==> src/rtl/mem_if_arbiter.sv <==
// -----------------------------------------------------------------------------
// mem_if_arbiter
//
// Round-robin arbiter that shares one memory-controller port among
// NUM_CLIENTS requesters. A granted client is wired straight through to the
// controller. For a write, the grant is held until the command is accepted.
// For a read, the grant is held until the read data returns. A watchdog
// releases the port if read data never arrives.
//
// The memory-port bundle is flattened into plain vectors. Client i occupies
// slice [i*W +: W] of each per-client vector.
//
// Ports
//   clk               system clock, rising edge
//   reset             synchronous, active-high reset
//   ctrl_addr_o       address to the memory controller
//   ctrl_data_o       write data to the memory controller
//   ctrl_byte_en_o    byte enables to the memory controller
//   ctrl_rd_o         read strobe to the memory controller
//   ctrl_wr_o         write strobe to the memory controller
//   ctrl_q_i          read data from the memory controller
//   ctrl_available_i  read data valid from the memory controller
//   ctrl_ready_i      controller accepts the presented command
//   cl_addr_i         per-client address
//   cl_data_i         per-client write data
//   cl_byte_en_i      per-client byte enables
//   cl_rd_i           per-client read request
//   cl_wr_i           per-client write request
//   cl_q_o            per-client read data (zero unless owner in WAIT_RD)
//   cl_available_o    per-client read data valid
//   cl_ready_o        per-client command accept
//   grant_valid       a client currently owns the controller
//   grant_idx         index of the owning client
//   timeout_err       one-cycle pulse when the read watchdog fires
// -----------------------------------------------------------------------------
module mem_if_arbiter #(
  parameter int NUM_CLIENTS = 4,
  parameter int RD_TIMEOUT  = 64,
  parameter int ADDR_W      = 16,
  parameter int DATA_W      = 16,
  localparam int BE_W       = DATA_W / 8,
  localparam int IDX_W      = (NUM_CLIENTS > 1) ? $clog2(NUM_CLIENTS) : 1
) (
  input  logic                          clk,
  input  logic                          reset,
  output logic [ADDR_W-1:0]             ctrl_addr_o,
  output logic [DATA_W-1:0]             ctrl_data_o,
  output logic [BE_W-1:0]               ctrl_byte_en_o,
  output logic                          ctrl_rd_o,
  output logic                          ctrl_wr_o,
  input  logic [DATA_W-1:0]             ctrl_q_i,
  input  logic                          ctrl_available_i,
  input  logic                          ctrl_ready_i,
  input  logic [NUM_CLIENTS*ADDR_W-1:0] cl_addr_i,
  input  logic [NUM_CLIENTS*DATA_W-1:0] cl_data_i,
  input  logic [NUM_CLIENTS*BE_W-1:0]   cl_byte_en_i,
  input  logic [NUM_CLIENTS-1:0]        cl_rd_i,
  input  logic [NUM_CLIENTS-1:0]        cl_wr_i,
  output logic [NUM_CLIENTS*DATA_W-1:0] cl_q_o,
  output logic [NUM_CLIENTS-1:0]        cl_available_o,
  output logic [NUM_CLIENTS-1:0]        cl_ready_o,
  output logic                          grant_valid,
  output logic [IDX_W-1:0]              grant_idx,
  output logic                          timeout_err
);

  localparam logic [1:0] ST_IDLE    = 2'd0;
  localparam logic [1:0] ST_GRANT   = 2'd1;
  localparam logic [1:0] ST_WAIT_RD = 2'd2;

  localparam logic [7:0]       WD_LAST  = 8'(RD_TIMEOUT - 1);
  localparam logic [IDX_W-1:0] LAST_IDX = IDX_W'(NUM_CLIENTS - 1);

  logic [1:0]             state_q, state_d;
  logic                   grant_valid_q, grant_valid_d;
  logic [IDX_W-1:0]       grant_idx_q, grant_idx_d;
  logic [IDX_W-1:0]       rr_ptr_q, rr_ptr_d;
  logic [7:0]             wd_cnt_q, wd_cnt_d;

  logic [NUM_CLIENTS-1:0] req;
  logic [IDX_W-1:0]       cand, pick_idx, next_ptr;
  logic                   pick_found;
  logic                   own_rd, own_wr, own_req, accept, wd_fire;

  assign req     = cl_rd_i | cl_wr_i;
  assign own_rd  = cl_rd_i[grant_idx_q];
  assign own_wr  = cl_wr_i[grant_idx_q];
  assign own_req = own_rd | own_wr;
  assign accept  = (state_q == ST_GRANT) && ctrl_ready_i && own_req;

  // Data arriving on the deadline cycle wins over the watchdog.
  assign wd_fire = (state_q == ST_WAIT_RD) && !ctrl_available_i &&
                   (wd_cnt_q == WD_LAST);

  assign next_ptr = (grant_idx_q == LAST_IDX) ? '0 : grant_idx_q + IDX_W'(1);

  // Round-robin pick: first requester at or above rr_ptr, wrapping.
  // NOTE: every signal written in an always_comb gets a default on entry so
  // no path leaves it unassigned, which would otherwise infer a latch.
  always_comb begin
    pick_found = 1'b0;
    pick_idx   = rr_ptr_q;
    cand       = '0;
    for (int i = 0; i < NUM_CLIENTS; i++) begin
      cand = IDX_W'((int'(rr_ptr_q) + i) % NUM_CLIENTS);
      if (!pick_found && req[cand]) begin
        pick_found = 1'b1;
        pick_idx   = cand;
      end
    end
  end

  always_comb begin
    state_d       = state_q;
    grant_valid_d = grant_valid_q;
    grant_idx_d   = grant_idx_q;
    rr_ptr_d      = rr_ptr_q;
    wd_cnt_d      = wd_cnt_q;
    case (state_q)
      ST_IDLE: begin
        if (pick_found) begin
          grant_idx_d   = pick_idx;
          grant_valid_d = 1'b1;
          state_d       = ST_GRANT;
        end
      end
      ST_GRANT: begin
        if (accept && own_rd) begin
          state_d  = ST_WAIT_RD;
          wd_cnt_d = '0;
        end else if (accept || !own_req) begin
          // Write accepted or request withdrawn: release and rotate.
          state_d       = ST_IDLE;
          grant_valid_d = 1'b0;
          rr_ptr_d      = next_ptr;
        end
      end
      ST_WAIT_RD: begin
        if (ctrl_available_i || wd_fire) begin
          state_d       = ST_IDLE;
          grant_valid_d = 1'b0;
          rr_ptr_d      = next_ptr;
        end else if (wd_cnt_q != 8'hFF) begin
          wd_cnt_d = wd_cnt_q + 8'd1;
        end
      end
      default: begin
        state_d       = ST_IDLE;
        grant_valid_d = 1'b0;
      end
    endcase
  end

  // NOTE: state registers use non-blocking assignments so every flop samples
  // the pre-edge values of the others, independent of statement order.
  always_ff @(posedge clk) begin
    if (reset) begin
      state_q       <= ST_IDLE;
      grant_valid_q <= 1'b0;
      grant_idx_q   <= '0;
      rr_ptr_q      <= '0;
      wd_cnt_q      <= '0;
    end else begin
      state_q       <= state_d;
      grant_valid_q <= grant_valid_d;
      grant_idx_q   <= grant_idx_d;
      rr_ptr_q      <= rr_ptr_d;
      wd_cnt_q      <= wd_cnt_d;
    end
  end

  // Datapath muxing. Strobes pass only in GRANT, so the controller never
  // sees a second command while a read is outstanding.
  always_comb begin
    ctrl_addr_o    = '0;
    ctrl_data_o    = '0;
    ctrl_byte_en_o = '0;
    ctrl_rd_o      = 1'b0;
    ctrl_wr_o      = 1'b0;
    cl_q_o         = '0;
    cl_available_o = '0;
    cl_ready_o     = '0;
    if (state_q != ST_IDLE) begin
      ctrl_addr_o    = cl_addr_i[grant_idx_q*ADDR_W +: ADDR_W];
      ctrl_data_o    = cl_data_i[grant_idx_q*DATA_W +: DATA_W];
      ctrl_byte_en_o = cl_byte_en_i[grant_idx_q*BE_W +: BE_W];
    end
    if (state_q == ST_GRANT) begin
      ctrl_rd_o               = own_rd;
      ctrl_wr_o               = own_wr;
      cl_ready_o[grant_idx_q] = ctrl_ready_i;
    end
    if (state_q == ST_WAIT_RD) begin
      cl_q_o[grant_idx_q*DATA_W +: DATA_W] = ctrl_q_i;
      cl_available_o[grant_idx_q]          = ctrl_available_i;
    end
  end

  assign grant_valid = grant_valid_q;
  assign grant_idx   = grant_idx_q;
  assign timeout_err = wd_fire;

endmodule

==> config.mk <==
export PLATFORM = sky130hd
export DESIGN_NAME = mem_if_arbiter
export DESIGN_NICKNAME = d
export VERILOG_FILES = /design/src/rtl/mem_if_arbiter.sv
export SDC_FILE = /design/constraint.sdc
export NUM_CORES = 1
export LEC_CHECK = 0
export BUFFER_PORTS_ARGS = -buffer_cell sky130_fd_sc_hd__clkbuf_2
export CAP_MARGIN = 5
export CELL_PAD_IN_SITES_DETAIL_PLACEMENT = 1
export CELL_PAD_IN_SITES_GLOBAL_PLACEMENT = 1
export CORE_ASPECT_RATIO = 0.6
export CORE_MARGIN = 2
export CORE_UTILIZATION = 25
export CTS_CLUSTER_SIZE = 40
export DETAILED_ROUTE_END_ITERATION = 7
export PLACE_DENSITY_LB_ADDON = 0.25
export SLEW_MARGIN = 30
export SYNTH_ARGS = -nofsm -noshare
export SYNTH_HDL_FRONTEND = slang
export SYNTH_SLANG_ARGS = --single-unit
==> constraint.sdc <==
create_clock -name clk -period 5.3 [get_ports clk]
set_input_delay 0.53 -clock clk [delete_from_list [all_inputs] [get_ports clk]]
set_output_delay 0.53 -clock clk [all_outputs]
set_load 0.02 [all_outputs]
==> metrics.md, run 1 <==
| Metric | Value |
|---|---|
| Clk pwr share | 25.7% |
| Final Max Tran Viols | 0 |
| Clk root buf | clkbuf_16 |
| H-tree Lvls | 1 |
| XOR/XNOR Fraction of Synth Area | less than 1% |
| Post-DP HPWL | between 10 and 15 mm |
| Via count | roughly 3200 |
| Rel. slew slack | 51.2% |
| Clock buffer count from CTS | 3 |
| Outcome | complete, no violations |
| Post-synthesis mux area share | between 30% and 40% |
| GR Overflow Total | 0 |
| DIE AREA | around 11000 sq um |
| FF-to-FF Start | grant_idx[1]$_SDFFE_PP0P_ |
| Largest cells by area after synthesis | mux4_2, and2_1, dfxtp_1 |
| Synthesized net count | between 400 and 500 |
| Area growth syn-to-layout | 62.6% |
| Finished layout cell area | between 4000 and 5000 sq um |
| Dpl cell area | between 4000 and 5000 sq um |
| Clock sink count | 15 |
| WL final | 12.4 mm |
| Post-CTS sizing | 0 |
| Clock skew | between 0.001 and 0.0015 ns |
| CP startpoint | grant_idx[0]$_SDFFE_PP0P_ |
| Psw | roughly 0.21 mW |
| Cts hold-fix bufs | 0 |
| Total Nets Final | 714 |
| Crit-path max FO | 24 |
| Worst Setup Start Kind | flip-flop |
| Layout Utilization | 41.9% |
| Initial antenna violation count | 0 |
| I/O Pins | approximately 280 |
| Period utilization | roughly 65% |
| # DRC | 0 |
| Post-synth ARST share | 0% |
| Power density over the cells | ~140 nW/um^2 |
| Flops & latches, synth | 15 |
| Number of synthesized flops with an enable pin | 0 |
| CORE AREA | around 9900 sq um |
| Critical Setup Path Class | flip-flop to output port |
| Clock latency on the worst-skew pair | about 0.24 ns |
| Setup TNS Final | 0 ns |
| Post-Synth Adder-Cell Area | under 10% |
| Die height | 82.1 um |
| Site Rows | 28 |
| Pin count of the biggest net entering global routing | 42 |
| Hold slack | about 0.5 ns |
| Commonest cells in the netlist | and2_1, mux4_2, dfxtp_1 |
| Leak | between 2 and 2.5 nW |
| Worst slew pin tran | approximately 0.73 ns |
| Synth Area in Compound Gates | under 10% |
| Initial core utilization | around a quarter |
| Final Hold Viols | 0 |
| Largest family of logic cells by synthesized area | simple AND/OR/NAND/NOR gates |
| Antenna cells | 0 |
| Number of fill cells | between 1000 and 1500 |
| CTS tree | done |
| Layout cells sized above 1 | approximately 60% |
| Tot Pwr | between 0.5 and 0.6 mW |
| Routability cong. | between 0.8 and 0.9 |
| Synth Area in Simple Gates | 39.3% |
| Synth area leader | mux4_2 |
| Max clock buf depth | 2 |
| DRT iter0 DRCs | about 140 |
| YS warnings | 0 |
| Combinational power share | between 50 and 60% |
| First drt pass iteration count | 4 |
| Cell area after synthesis | ~2500 sq um |
| Yosys top cell area share | just over 30% |
| Synth cell types | 44 |
| Global-route wire length before repair | ~18 mm |
| IO Port Bufs | roughly 280 |
| Fmax | approximately 290 MHz |
| Endpoint type of the worst setup path | output port |
| RSZ-0062 raised after global routing | false |
| Synth Instances | around 280 |
| Count leader, synth | and2_1 |
| Sequential Power Share | a little under a quarter |
| DIE WIDTH | approximately 130 um |
| Worst VDD drop | ~0.12 mV |
| Setup Buffers After CTS | 0 |
| CP arrival | slightly below 3 ns |
| Int Pwr | about 0.37 mW |
| Vias in the first global route | approximately 3300 |
| WP data required | 4.77 ns |
| Tmin final | about 3.4 ns |
| Launch point of the worst hold path | wd_cnt_q[1]$_SDFFE_PP0P_ |
| Post-synth top flop | dfxtp_1 |
| Clock transition at path regs | 0.05 ns |
| Setup Viol. Count Final | 0 |
| DR WL/cell | about 18 um |
| Seq/Total Area, Yosys | between 10% and 20% |
| GRT Util Overall | just over 20% |
| Syn_area_per_cell | just over 9 sq um |
| Max-cap viol count | 0 |
| Via density | between 4 and 5 |
| Number of routed nets with antenna violations | 0 |
| HP Class | flip-flop to flip-flop |
| Switching share of power | between 30% and 40% |
-- path summary, 6_finish.rpt --
path / slack [ns] / to / cells after the start
max: 1.86 / cl_q_o[53] / 5
min: 0.50 / wd_cnt_q[1]$_SDFFE_PP0P_ / 2
max reg2reg: 2.90 / rr_ptr_q[0]$_SDFFE_PP0P_ / 5
min reg2reg: 0.50 / wd_cnt_q[1]$_SDFFE_PP0P_ / 2
-- state kept, by name, summed over array words and instances, names as in the netlist --
name         cells
grant_valid      1
grant_idx        2
state_q          2
rr_ptr_q         2
wd_cnt_q         8
-- cells in the final DEF, fill, tap and decap left out, types with 3 or more instances in the layout --
| cell type | n |
|---|---|
| o21ai_0 | 6 |
| buf_4 | 3 |
| nor2_1 | 10 |
| clkbuf_2 | 275 |
| dfxtp_1 | 13 |
| nand2b_1 | 6 |
| nand3_1 | 8 |
| clkbuf_16 | 3 |
| nor2b_1 | 5 |
| mux4_2 | 35 |
| nor3_1 | 3 |
| and2_1 | 100 |
| a21oi_1 | 9 |
| or3_1 | 6 |
| inv_1 | 4 |
| ha_1 | 7 |
| nand2_1 | 7 |
| and3_1 | 9 |
| nor4_4 | 3 |
-- critical path, stage by stage, from the launching register on --
cell,delay (ns)
dfxtp_2,0.79
inv_1,0.27
ha_1,0.46
nor4_4,0.70
and2_1,0.25
clkbuf_2,0.18
-- through the flow --
stage	worst slack, ns	instances
3_3_place_gp	2.05	673
4_1_cts	1.79	677
5_1_grt	1.57	677
2_1_floorplan	2.37	278
6_report	1.86	677
3_5_place_dp	2.06	673
-- metal layers --
metal,global-route usage (%),wire (um),vias up
met1,26.4,5240,1540
met2,35.6,6060,142
met3,5.01,904,14
li1,-,-,1543
met4,3.58,195,0
met5,0,0,-
-- final cells by class --
cell class              instances  area [sq um]  share of cell area (%)
inverters                       4          15.0                   0.363
flip-flops and latches         15           303                    7.32
repair buffers                278          1400                    33.8
clock inverters                 1          5.00                   0.121
well taps                     135           169                    4.08
multi-input cells             241          2170                    52.5
clock buffers                   3          75.1                    1.82
-- power by group through the flow --
stage | combinational [mW] | sequential, mW | clock (mW)
2_1_floorplan | 0.176 | 0.126 | 0
3_5_place_dp | 0.299 | 0.132 | 0
5_1_grt | 0.322 | 0.131 | 0.155
6_report | 0.297 | 0.129 | 0.147
3_3_place_gp | 0.290 | 0.131 | 0
4_1_cts | 0.300 | 0.129 | 0.150
-- kinds of logic (layout without fill, tap and decap cells) --
| logic type | Yosys count | after routing |
|---|---|---|
| buffers and inverters | 22 | 286 |
| flip-flops | 15 | 15 |
| AND/OR/NAND/NOR | 164 | 164 |
| multiplexers | 39 | 39 |
| adder cells (fa/ha/maj) | 7 | 7 |
| AO/OA/AOI/OAI | 29 | 29 |
| XOR/XNOR | 2 | 2 |
Power figures use the tool's default switching activity.
==> run 2: changes to the inputs <==
--- a/config.mk
+++ b/config.mk
@@ -11,7 +11,7 @@
 export CELL_PAD_IN_SITES_GLOBAL_PLACEMENT = 1
 export CORE_ASPECT_RATIO = 0.6
 export CORE_MARGIN = 2
-export CORE_UTILIZATION = 25
+export CORE_UTILIZATION = 21
 export CTS_CLUSTER_SIZE = 40
 export DETAILED_ROUTE_END_ITERATION = 7
 export PLACE_DENSITY_LB_ADDON = 0.25
==> constraint.sdc (replaced) <==
create_clock -name clk -period 2.8 [get_ports clk]
set_input_delay 0.28 -clock clk [delete_from_list [all_inputs] [get_ports clk]]
set_output_delay 0.28 -clock clk [all_outputs]
set_load 0.02 [all_outputs]
==> run 2 against run 1 <==
Sequential power up 81%. Combinational power up 95%. First-iteration DRC count down 29%. Critical path type unchanged. Non-clock buffer count up 5.
==> metrics.md, run 2 (synthesis gave the netlist of run 1 again) <==
| Metric | Value |
|---|---|
| Setup TNS Final | 0 ns |
| WL final | about 12 mm |
| I/O Pins | 276 |
| Max clock buf depth | 2 |
| Global-route wire length before repair | between 15 and 20 mm |
| CORE AREA | about 12000 sq um |
| Dpl cell area | 4100 sq um |
| Final Max Tran Viols | 0 |
| Fin worst setup slack | 0.413 ns |
| Layout cells sized above 1 | between 60% and 70% |
| CP arrival | 2.11 ns |
| Antenna cells | 0 |
| CP top delay family | buffers and inverters |
| Post-CTS sizing | 0 |
| Routability cong. | roughly 0.8 |
| GRT Util Overall | between 10% and 20% |
| Clock transition at path regs | about 0.05 ns |
| Max-cap viol count | 0 |
| Setup Viol. Count Final | 0 |
| DR WL/cell | 17.3 um |
| Finished Layout Cells | approximately 700 |
| Outcome | complete, no violations |
| Cts hold-fix bufs | 0 |
| Via density | roughly 4.5 |
| Critical Setup Path Class | flip-flop to output port |
| DIE WIDTH | roughly 150 um |
| Number of fill cells | about 1500 |
| Rel. slew slack | a little under three fifths |
| Final Hold Viols | 0 |
| Max reg flops | 8 |
| Placed insts | between 700 and 800 |
| Vias in the first global route | roughly 3300 |
| WP data required | ~2.5 ns |
| Initial antenna violation count | 0 |
| Leak | 2.15 nW |
| Clock latency on the worst-skew pair | 0.25 ns |
| RSZ-0062 raised after global routing | false |
| Worst slew pin tran | ~0.64 ns |
| Via count | between 3000 and 4000 |
| Worst path bufs/invs | 3 |
| Clock buffer count from CTS | 3 |
| Tot Pwr | 1.09 mW |
| GR Overflow Total | 0 |
| Endpoint type of the worst setup path | output port |
| Largest incremental delay on the critical path | around 0.5 ns |
| # DRC | 0 |
| Worst Setup Start Kind | flip-flop |
| Setup Buffers After CTS | 0 |
| Clk root buf | clkbuf_16 |
| Number of routed nets with antenna violations | 0 |
| Clock skew | ~0.0024 ns |
| Total Nets Final | between 700 and 800 |
| Area growth syn-to-layout | 64.5% |
| Pin count of the biggest net entering global routing | 38 |
| CP cell instances | inv_1 -> ha_1 -> nor4_2 -> buf_4 -> and2_1 -> clkbuf_2 |
| CTS tree | done |
| H-tree Lvls | 1 |
| Biggest register | wd_cnt_q |
| Crit-path max FO | 16 |
| IO Port Bufs | around 280 |
| Worst VDD drop | 0.166 mV |
| Most common cell after layout, fill and taps aside | clkbuf_2 |
| First drt pass iteration count | 4 |
| Fmax | ~420 MHz |
| DRT iter0 DRCs | slightly below 100 |
| CP max-delay cell | dfxtp_2 |
| DIE AREA | between 10000 and 15000 sq um |
| Initial core utilization | 21.3% |
| Setup WS pre-CTS | around 0.66 ns |
| Die height | ~89 um |
| Post-DP HPWL | 10.5 mm |
| Most frequent cells in the layout | clkbuf_2, and2_1, mux4_2 |
| Site Rows | 31 |
| Finished layout cell area | 4180 sq um |
| Power density over the cells | around 260 nW/um^2 |
| HP Class | input pin to flip-flop |
| Clock sink count | 15 |
| Tmin final | between 2 and 2.5 ns |
| Period utilization | a little under nine tenths |
[run 2: stage by stage]
step                      hold WS (ns)  utilization, %
final                            0.384            35.0
after CTS                        0.390            35.0
after global routing             0.415            35.0
after global placement           0.479            34.4
after floorplan                  0.460               -
after detailed placement         0.506            34.4
[run 2: worst paths after layout]
check | start | endpoint | slack, ns | depth (start not counted)
max | grant_idx[1]$_SDFFE_PP0P_ | cl_q_o[60] | 0.41 | 6
min | reset | grant_idx[1]$_SDFFE_PP0P_ | 0.38 | 2
max reg2reg | grant_idx[1]$_SDFFE_PP0P_ | rr_ptr_q[0]$_SDFFE_PP0P_ | 0.67 | 4
min reg2reg | wd_cnt_q[0]$_SDFFE_PP0P_ | wd_cnt_q[0]$_SDFFE_PP0P_ | 0.50 | 2
[run 2: where the power goes]
part           switching, mW  total [mW]  internal (mW)
Combinational          0.298       0.579          0.281
Clock                 0.0879       0.281          0.193
Sequential            0.0107       0.234          0.223
Total                  0.396        1.09          0.697
[run 2: final cells by class]
class | count | area (sq um) | area share (%)
multi-input combinational | 241 | 2140 | 51.2
timing repair buffer | 283 | 1440 | 34.3
sequential | 15 | 303 | 7.24
tap | 165 | 206 | 4.94
clock buffer | 4 | 78.8 | 1.88
inverter | 4 | 15.0 | 0.359
[run 2: worst register-to-register path, cell delays in order (launching register included)]
cell     delay (ns)
dfxtp_2        0.50
mux4_1         0.70
nor2b_1        0.18
o32a_1         0.33
mux2_4         0.31
[run 2: routing by layer]
layer | vias up | global-route usage, % | routed length (um)
met5 | - | 0 | 0
met2 | 144 | 29.4 | 5990
met3 | 14 | 4.54 | 957
met1 | 1512 | 22.2 | 5220
met4 | 0 | 2.91 | 147
li1 | 1563 | - | -
